`config.mk`:
```
export PLATFORM = sky130hd
export DESIGN_NAME = user_move_ctrl
export DESIGN_NICKNAME = d
export VERILOG_FILES = /design/src/rtl/user_move_ctrl.sv
export SDC_FILE = /design/constraint.sdc
export NUM_CORES = 1
export LEC_CHECK = 0
export ABC_AREA = 1
export ABC_CLOCK_PERIOD_IN_PS = 4000
export BUFFER_PORTS_ARGS = -buffer_cell sky130_fd_sc_hd__clkbuf_2
export CELL_PAD_IN_SITES_DETAIL_PLACEMENT = 1
export CELL_PAD_IN_SITES_GLOBAL_PLACEMENT = 2
export CORE_MARGIN = 4
export CORE_UTILIZATION = 32
export CTS_CLUSTER_SIZE = 28
export DETAILED_ROUTE_END_ITERATION = 12
export PLACE_DENSITY_LB_ADDON = 0.1
export RECOVER_POWER = 50
export REMOVE_ABC_BUFFERS = 1
export SLEW_MARGIN = 20
export SYNTH_ARGS = -nofsm -noshare
export SYNTH_HDL_FRONTEND = slang
export SYNTH_SLANG_ARGS = --single-unit
```
`constraint.sdc`:
```
create_clock -name clk -period 4 [get_ports clk]
set_input_delay 0.4 -clock clk [delete_from_list [all_inputs] [get_ports clk]]
set_output_delay 0.4 -clock clk [all_outputs]
set_load 0.005 [all_outputs]
```
`src/rtl/user_move_ctrl.sv`:
```
// user_move_ctrl: frame-paced player X sequencer that issues erase/draw passes to the plot FSM.
// Define USER_MOVE_TIMEOUT_EN to add the sticky draw_done watchdog (error output).
module user_move_ctrl #(
  parameter int X_INIT          = 146,
  parameter int Y_POS           = 200,
  parameter int X_MIN           = 0,
  parameter int X_MAX           = 292,
  parameter int STEP            = 2,
  parameter int FRAMES_PER_MOVE = 1,
  parameter int TIMEOUT_CYCLES  = 1023
) (
  input  logic       clk,
  input  logic       resetn,
  input  logic       frame_tick,
  input  logic       move_left,
  input  logic       move_right,
  input  logic       draw_done,
  output logic [8:0] x_pos,
  output logic [7:0] y_pos,
  output logic       draw_en,
  output logic       erase,
  output logic       busy,
  output logic       error
);

  localparam logic [9:0] XMIN  = 10'(X_MIN);
  localparam logic [9:0] XMAX  = 10'(X_MAX);
  localparam logic [9:0] XSTEP = 10'(STEP);
  localparam logic [8:0] XINIT = 9'(X_INIT);

  localparam int            DW       = (FRAMES_PER_MOVE > 1) ? $clog2(FRAMES_PER_MOVE) : 1;
  localparam logic [DW-1:0] DIV_LAST = DW'(FRAMES_PER_MOVE - 1);

  typedef enum logic [2:0] {
    S_IDLE,
    S_EVAL,
    S_ERASE_START,
    S_ERASE_WAIT,
    S_UPDATE,
    S_DRAW_START,
    S_DRAW_WAIT
  } state_t;

  state_t        state;
  state_t        next_state;
  logic [DW-1:0] div_cnt;
  logic          drawn;
  logic [8:0]    nx_reg;
  logic [9:0]    x_ext;
  logic [9:0]    nx;
  logic          timeout_hit;

  assign y_pos = 8'(Y_POS);

  // Candidate position; widened by one bit so the clamps never wrap.
  always_comb begin
    x_ext = {1'b0, x_pos};
    nx    = x_ext;
    if (move_right && !move_left) begin
      nx = (x_ext > XMAX - XSTEP) ? XMAX : x_ext + XSTEP;
    end else if (move_left && !move_right) begin
      nx = (x_ext < XMIN + XSTEP) ? XMIN : x_ext - XSTEP;
    end
  end

  always_ff @(posedge clk) begin
    if (!resetn) begin
      state <= S_IDLE;
    end else begin
      state <= next_state;
    end
  end

  always_comb begin
    next_state = state;
    draw_en    = 1'b0;
    erase      = 1'b0;
    busy       = (state != S_IDLE);
    case (state)
      S_IDLE: begin
        if (frame_tick) begin
          if (!drawn) begin
            next_state = S_DRAW_START;
          end else if (div_cnt == DIV_LAST) begin
            next_state = S_EVAL;
          end
        end
      end
      S_EVAL: begin
        next_state = (nx != x_ext) ? S_ERASE_START : S_IDLE;
      end
      S_ERASE_START: begin
        draw_en    = 1'b1;
        erase      = 1'b1;
        next_state = S_ERASE_WAIT;
      end
      S_ERASE_WAIT: begin
        erase = 1'b1;
        if (draw_done) begin
          next_state = S_UPDATE;
        end else if (timeout_hit) begin
          next_state = S_IDLE;
        end
      end
      S_UPDATE: begin
        next_state = S_DRAW_START;
      end
      S_DRAW_START: begin
        draw_en    = 1'b1;
        next_state = S_DRAW_WAIT;
      end
      S_DRAW_WAIT: begin
        if (draw_done) begin
          next_state = S_IDLE;
        end else if (timeout_hit) begin
          next_state = S_IDLE;
        end
      end
      default: begin
        next_state = S_IDLE;
      end
    endcase
  end

  // Ticks arriving while busy never reach S_IDLE, so they are dropped without counting.
  always_ff @(posedge clk) begin
    if (!resetn) begin
      x_pos   <= XINIT;
      nx_reg  <= XINIT;
      div_cnt <= '0;
      drawn   <= 1'b0;
    end else begin
      case (state)
        S_IDLE: begin
          if (frame_tick && drawn) begin
            div_cnt <= (div_cnt == DIV_LAST) ? '0 : div_cnt + 1'b1;
          end
        end
        S_EVAL:       nx_reg <= nx[8:0];
        S_UPDATE:     x_pos  <= nx_reg;
        S_DRAW_START: drawn  <= 1'b1;
        default: ;
      endcase
    end
  end

`ifdef USER_MOVE_TIMEOUT_EN
  localparam int            TW     = (TIMEOUT_CYCLES > 1) ? $clog2(TIMEOUT_CYCLES) : 1;
  localparam logic [TW-1:0] T_LAST = TW'(TIMEOUT_CYCLES - 1);

  logic [TW-1:0] wait_cnt;
  logic          error_q;
  logic          in_wait;

  assign in_wait     = (state == S_ERASE_WAIT) || (state == S_DRAW_WAIT);
  assign timeout_hit = in_wait && !draw_done && (wait_cnt == T_LAST);
  assign error       = error_q;

  // Counter only runs inside a wait state, so every *_START entry sees it cleared.
  always_ff @(posedge clk) begin
    if (!resetn) begin
      wait_cnt <= '0;
      error_q  <= 1'b0;
    end else begin
      if (in_wait) begin
        wait_cnt <= wait_cnt + 1'b1;
      end else begin
        wait_cnt <= '0;
      end
      if (timeout_hit) begin
        error_q <= 1'b1;
      end
    end
  end
`else
  logic unused_timeout;

  assign unused_timeout = (TIMEOUT_CYCLES > 0);
  assign timeout_hit    = 1'b0;
  assign error          = 1'b0;
`endif

endmodule

```
[Yosys cells after proc, flatten, opt, wreduce, memory -nomap -nowiden]
Cells that the tools add are included.
Operators by class
  add/sub/neg operators: 3
  order comparisons: 2
  equality and inequality tests: 11
  muxes and demuxes: 14
  reduce and logical (&&, ||, !) cells: 11
Operator list (count)
  $mux W10: 4
  $pmux W3 S7: 1
  $mux W3: 5
  $add A9 B2 Y10 const B: 1
  $ne A10 B9 Y1: 1
  $sub A9 B2 Y10 const B: 1
  $eq A3 B3 Y1 const B: 3
  $gt A9 B9 Y1 const B: 1
  $lt A9 B2 Y1 const B: 1
  $eq A3 B2 Y1 const B: 2
  $ne A2 B2 Y1 const B: 3
  $reduce_and A4 Y1: 1
  $reduce_or A2 Y1: 2
  $eq A3 B1 Y1 const B: 1
  $logic_and A1 B1 Y1: 3
  $logic_not A3 Y1: 1
  $mux W1: 3
  $ne A3 B3 Y1 const B: 1
  $reduce_bool A3 Y1: 1
  $logic_not A1 Y1: 2
  $mux W2: 1
  $reduce_and A2 Y1: 1
  $add A1 B1 Y1 const B: 1
Storage, ports and cells
  bits in registers: 23
  input port bits: 6
  logic and storage cells: 46

[Longest topological paths before layout]
Gate-level depths: netlist (run 1).
  depth after elaboration: 7
  gate-level depth with buffers: 17
  gate-level depth less buffers: 17

[Worst setup path after synthesis (run 1)]
No wires, ideal clock.
  path kind: register to register
  from: reg x_pos[1]
  to: reg state[1]
  setup time: 0.109 ns
  arrival time: 1.782 ns
  path slack: 2.109 ns
  cell stages (with the launch flop): 17
  buffers on the path: 0
  period minus slack after synthesis: 1.891 ns
  cells stage by stage: dfxtp_1 -> inv_4 -> ha_1 -> nand3_1 -> nand2_1 -> nand2_2 -> nand3_2 -> nand2_1 -> nand2_1 -> nand2_1 -> nand3_1 -> nor2_2 -> nand3_1 -> nand2_1 -> nand3_1 -> nand2_1 -> inv_1
Between the ends
  cells in the longest elaborated chain, start to end: 7
  elaborated cells between the ends (all ways): 11
RTL lines
  start: declaration: RTL line 18  | output logic [8:0] x_pos,
  start signal: assignment: RTL line 140  | S_UPDATE: x_pos <= nx_reg;
  $sub A9 B2 Y10 or $lt A9 B2 Y1 (tied branches): RTL line 62  | nx = (x_ext < XMIN + XSTEP) ? XMIN : x_ext - XSTEP;
  $mux W10: RTL line 62
  $mux W10: RTL line 61  | end else if (move_left && !move_right) begin
  $mux W10: RTL line 59  | if (move_right && !move_left) begin
  $ne A10 B9 Y1 *: RTL line 90  | next_state = (nx != x_ext) ? S_ERASE_START : S_IDLE;
  $mux W2 *: RTL line 90
  $pmux W3 S7 *: RTL line 79  | case (state)
  end signal: assignment: RTL line 70  | state <= next_state;
  end: declaration: RTL line 44  | state_t state;
Every way passes the cells marked *; elsewhere a longest branch is shown, timed or not.
A chain may end at the register's enable or synchronous reset.

[Worst setup path after layout (run 1)]
Same ends and word-level chain as after synthesis.

==> run_results.csv, run 1 <==
group,metric,value,unit
outcome,outcome,"finished clean",
detailed_routing,drt-initial-drc-count,95,
clocking,cts_sinks,22,
detailed_routing,wl,4510,µm
yosys,syn-instance-count,247,
yosys,synth.area.top_cells,"dfxtp_1 (28%), nand2_1 (13%), nand3_1 (8.5%)",
clocking,cts_buffer_depth,2,
power,power_density,685,nW/µm²
detailed_routing,drt-wirelength-per-cell,13.7,µm
grt,grt_max_degree,20,
critical_path,end_kind,"flip-flop",
yosys,postSynthAreaPerCell,6.47,µm²
power,intPower,0.598,mW
timing,period_share,56.7,%
yosys,netlist.top_cell.by_area,"dfxtp_1",
critical_path,crit_chain,"inv_4 -> ha_1 -> nand3_1 -> nand2_1 -> nand2_2 -> nand3_2 -> nand2_1 -> nand2_1 -> nand2_1 -> nand3_1 -> nor2_2 -> nand3_1 -> nand2_1 -> nand3_1 -> nand2_1 -> inv_1",
clocking,tritoncts,"built",
timing,fmax,441,MHz
grt,grt_usage,15.8,%
floorplanning,initial_core_util,33.4,%
critical_path,start_kind,"flip-flop",
grt,grt_pass1_wl,7700,µm
detailed_routing,dr.pass1.iters,4,
clocking,cts-resized-gates,0,
timing,final_max_slew_viol_count,0,
power,p_total,1.19,mW
critical_path,crit_type,"flip-flop to flip-flop",
clocking,clock_latency,270,ps
detailed_routing,drc,0,
floorplanning,die_h,78.7,µm
placement,place_congestion,0.807,
clocking,clk_pin_slew_worst_paths,80,ps
timing,hold_violations,0,
placement,port_buffers,17,
yosys,yosys_warnings,0,
critical_path,arrival,2440,ps
timing,setup_viol,0,
timing,finClkSkew,5.73,ps
final_layout,drive_above_1_share,18.4,%
power,p_seq_share,34.2,%
power,switchingPower,0.596,mW
yosys,syn-cell-area,1600,µm²
job,drv_cap,0,
clocking,cts.root.buffer_cell,"clkbuf_8",
critical_path,crit_slowest_cell,"dfxtp_1",
power,ir_worst_vdd,223,µV
yosys,synth_top_area_share,27.6,%
detailed_routing,vias,1570,
grt,overflow,0,
final_layout,nFillCells,655,
clocking,cts_buffers,3,
hold_path,min_path_type,"flip-flop to flip-flop",
detailed_routing,vias_per_cell,4.79,
floorplanning,fp.coreArea,4790,µm²
yosys,ys_ff_latch,22,
critical_path,max_stage_delay,610,ps
clocking,h-tree-depth,1,
clocking,holdBufCountCts,0,
critical_path,critPathMaxFanout,8,
floorplanning,die_area,6190,µm²
grt,grt_pass1_vias,1534,
timing,fin_setup_tns,0,ps
clocking,post-cts-setup-buffer-count,0,
critical_path,cp_common_cell,"nand2_1",
yosys,synth-seq-area-share,27.6,%
power,clockPowerShare,11.9,%
critical_path,crit_buf_inv,2,
timing,fin_crit,2270,ps
floorplanning,dieWidth,78.7,µm
placement,dp_hpwl,3630,µm
final_layout,insertedDiodeCount,0,
critical_path,path_delay_family,"simple AND/OR/NAND/NOR gates",
final_layout,layout.nets,271,
floorplanning,ios,27,
critical_path,required,4170,ps
floorplanning,row_count,25,
power,p_comb_share,53.9,%
yosys,yosys.cell_types.count,32,
power,p_leak,0.791,nW
final_layout,syn_to_final_growth,9.16,%
power,switching_share,49.9,%
grt,antenna_found_initial,0,
detailed_routing,ant_nets,0,
timing,rsz0062_at_grt,"no",
-- routing by layer --
metal	wire length [µm]	track usage, %	up-vias
met5	0	0	-
met4	46	4.20	0
met3	115	2.41	4
met2	1980	25.0	17
met1	2360	22.1	725
li1	-	-	824
-- metrics by stage --
stage | utilization (%) | worst slack, ps | instance area, µm² | std cells | hold WS (ps)
floorplan | - | 2100 | 1530 | 240 | 430
CTS | 36.6 | 1680 | 1750 | 328 | 459
detailed placement | 35.7 | 1700 | 1710 | 325 | 446
global route | 36.4 | 1460 | 1740 | 328 | 480
global placement | 35.7 | 1710 | 1710 | 325 | 445
finish | 36.4 | 1730 | 1740 | 328 | 453
-- power groups by stage --
stage / registers, mW / logic [mW] / clock network [mW]
after floorplan: 0.386 / 0.467 / 0
after global placement: 0.417 / 0.658 / 0
after detailed placement: 0.416 / 0.655 / 0
after CTS: 0.411 / 0.658 / 0.151
after global routing: 0.425 / 0.753 / 0.157
final: 0.409 / 0.644 / 0.142
-- synth_stat cells --
cell type / instances
o2111ai_1: 1
nor2_4: 3
nor2_1: 22
nand3_1: 27
nand2_4: 1
a21oi_1: 17
nand2_2: 7
nand2_1: 55
o21ai_1: 1
dfxtp_1: 22
a31oi_1: 1
ha_1: 2
nand3_4: 1
conb_1: 2
o21a_1: 1
nand4_1: 1
clkinv_1: 1
nor4_1: 2
inv_4: 1
nand3b_2: 1
inv_1: 15
o21ai_0: 19
o211ai_1: 4
nand3b_1: 1
nor2_2: 5
xor2_1: 4
buf_4: 10
nand3_2: 5
inv_2: 8
nor3_1: 3
clkbuf_1: 3
buf_2: 1
-- worst min-delay path: cells and delay by family, from the launching register on --
kind | cells | cell delay, ps
buffers and inverters | 1 | 50
flip-flops | 1 | 310
AO/OA/AOI/OAI | 1 | 50
-- layout make-up --
cell class	instances	area, µm²	share of cell area, %
Tap cell	67	83.8	4.81
Timing Repair Buffer	18	86.3	4.95
Inverter	25	96.3	5.52
Multi-Input combinational cell	193	996	57.1
Sequential cell	22	440	25.3
Clock buffer	3	41.3	2.37
-- kinds of logic after synthesis --
group	count (synthesis)	synth area share, %
AND/OR/NAND/NOR	134	41.6
AO/OA/AOI/OAI	44	14.9
buffers and inverters	39	11.7
flip-flops	22	27.6
XOR/XNOR	4	2.19
adder cells (fa/ha/maj)	2	1.57
other	2	0.470
-- path summary, 6_finish.rpt --
check / start / endpoint / slack, ps / depth (start not counted)
worst max-delay path: x_pos[1] / state[1] / 1730 / 16
worst min-delay path: drawn / drawn / 450 / 2
worst max register to register: x_pos[1] / state[1] / 1730 / 16
worst min register to register: drawn / drawn / 450 / 2
-- cells in the final DEF (no fill, tap or decap), types with 2 or more instances in the layout --
| cell | n |
|---|---|
| clkbuf_2 | 12 |
| inv_1 | 15 |
| nand2_1 | 55 |
| buf_1 | 2 |
| o211ai_1 | 4 |
| clkbuf_8 | 3 |
| nor2_1 | 22 |
| o21ai_0 | 19 |
| nor3_1 | 3 |
| nor2_2 | 5 |
| ha_1 | 2 |
| dfxtp_1 | 22 |
| nor2_4 | 3 |
| nor4_1 | 2 |
| nand2_2 | 7 |
| nand3_1 | 27 |
| a21oi_1 | 17 |
| xor2_1 | 4 |
| inv_2 | 8 |
| nand3_2 | 5 |
| conb_1 | 9 |
| clkbuf_1 | 3 |
(Power assumes the default switching activity.)
==> run 2, diff against run 1 <==
ABC_CLOCK_PERIOD_IN_PS = 2300   (was 4000)
CORE_UTILIZATION = 30   (was 32)
clock period = 2.3 ns   (was 4 ns; I/O delays follow)
==> run 2 against run 1 <==
  * Hold slack got worse by 130 ps
  * Wire length is 5.9% higher
  * Clock power is 75% higher
  * Via count grew 5.3%
  * Maximum frequency is 13% higher
==> run_results.csv, run 2 (same netlist as run 1, synthesis figures left out) <==
group,metric,value,unit
outcome,outcome,"finished clean",
detailed_routing,drt-initial-drc-count,68,
grt,gr-usage-met3,2.11,%
critical_path,end_kind,"flip-flop",
final_layout,finalNonFillerCells,334,
final_layout,drive_above_1_share,20.1,%
floorplanning,row_count,26,
grt,grt_max_degree,20,
detailed_routing,wl,4770,µm
grt,grt_use_met2,24.7,%
grt,busiest_layer,"met2",
timing,final_max_slew_viol_count,0,
timing,fin_crit,2000,ps
clocking,cts.root.buffer_cell,"clkbuf_8",
final_layout,syn_to_final_growth,11.0,%
timing,fin_setup_tns,0,ps
clocking,holdBufCountCts,0,
critical_path,crit_chain,"inv_2 -> nand3_1 -> nand2_1 -> nand2_2 -> nand3_2 -> nand2_1 -> nand2_1 -> nand2_1 -> nand3_1 -> nor2_2 -> nand3_1 -> nand2_1 -> nand3_1 -> nand2_1 -> inv_1",
critical_path,required,2470,ps
clocking,h-tree-depth,1,
timing,period_share,87.0,%
timing,setup_viol,0,
floorplanning,fp.coreArea,5140,µm²
power,p_leak,0.807,nW
clocking,clk_pin_slew_worst_paths,80,ps
critical_path,path_delay_family,"simple AND/OR/NAND/NOR gates",
floorplanning,ios,27,
critical_path,start_kind,"flip-flop",
clocking,cts_buffer_depth,2,
grt,antenna_found_initial,0,
clocking,cts_sinks,22,
timing,hold_violations,0,
grt,overflow,0,
final_layout,final_cell_mix,"nand2_1 (55), nand3_1 (27), nor2_1 (22)",
detailed_routing,drc,0,
detailed_routing,vias_per_cell,4.95,
timing,rsz0062_at_grt,"no",
final_layout,layout_commonest_cell,"nand2_1",
critical_path,arrival,2170,ps
clocking,tritoncts,"built",
final_layout,insertedDiodeCount,0,
grt,grt_pass1_wl,8110,µm
power,power_density,1190,nW/µm²
critical_path,crit_buf_inv,2,
final_layout,layout.nets,274,
detailed_routing,drt-wirelength-per-cell,14.3,µm
clocking,clock_latency,270,ps
floorplanning,die_area,6560,µm²
floorplanning,initial_core_util,31.1,%
clocking,cts_buffers,3,
critical_path,crit_slowest_cell,"dfxtp_1",
grt,grt_pass1_vias,1603,
critical_path,max_stage_delay,520,ps
placement,port_buffers,17,
job,drv_cap,0,
placement,place_congestion,0.738,
timing,finClkSkew,5.68,ps
floorplanning,dieWidth,81.0,µm
power,ir_worst_vdd,406,µV
detailed_routing,dr.pass1.iters,4,
detailed_routing,ant_nets,0,
floorplanning,die_h,81.0,µm
placement,dp_hpwl,3780,µm
critical_path,critPathMaxFanout,6,
timing,fmax,500,MHz
placement,place_inst,331,
detailed_routing,vias,1653,
critical_path,crit_type,"flip-flop to flip-flop",
grt,grt_usage,15.9,%
grt,use_met1,22.7,%
critical_path,cp_common_cell,"nand2_1",
hold_path,min_path_type,"input port to flip-flop",
[run 2: final timing paths]
path	start	endpoint	slack, ps	cells past startpoint
worst max-delay path	x_pos[4]	state[1]	300	15
worst min-delay path	draw_done	state[2]	320	3
worst max register to register	x_pos[4]	state[1]	300	15
worst min register to register	drawn	drawn	460	2
[run 2: through the flow]
step / power [mW] / hold WS (ps) / worst slack [ps] / area, µm² / util [%]
after floorplan: 1.48 / 328 / 405 / 1530 / -
after global placement: 1.90 / 447 / 239 / 1740 / 33.8
after detailed placement: 1.89 / 450 / 222 / 1740 / 33.8
after CTS: 2.15 / 317 / 200 / 1780 / 34.6
after global routing: 2.35 / 348 / 25.8 / 1770 / 34.5
final: 2.11 / 319 / 299 / 1770 / 34.5
[run 2: final cells by class]
cell class,count,area (µm²)
Fill cell,725,3370
Multi-Input combinational cell,193,996
Sequential cell,22,443
Timing Repair Buffer,21,109
Inverter,25,96.3
Tap cell,70,87.6
Clock buffer,3,41.3
[run 2: repair_timing]
item                                    CTS  global route
setup buffers                             0             0
gates resized for setup                   0             2
hold endpoints to repair                  0             0
endpoints found under the setup margin    0             1
[run 2: metal layers]
metal | vias up | share of wire, %
li1 | 828 | -
met1 | 783 | 52
met2 | 35 | 42
met3 | 7 | 4.0
met4 | 0 | 1.7
met5 | - | 0
[run 2: worst reg2reg max path, stage by stage, from the launching register on]
cell and delay [ps]:
dfxtp_1 520, inv_2 160, nand3_1 160, nand2_1 80, nand2_2 100, nand3_2 160
nand2_1 150, nand2_1 60, nand2_1 70, nand3_1 90, nor2_2 80, nand3_1 70
nand2_1 60, nand3_1 60, nand2_1 60, inv_1 40
[run 2: power breakdown]
group | switching [mW] | internal (mW) | leakage, nW
combinational | 0.745 | 0.413 | 0.605
clock | 0.131 | 0.117 | 0.0216
sequential | 0.177 | 0.528 | 0.181
total | 1.05 | 1.06 | 0.807
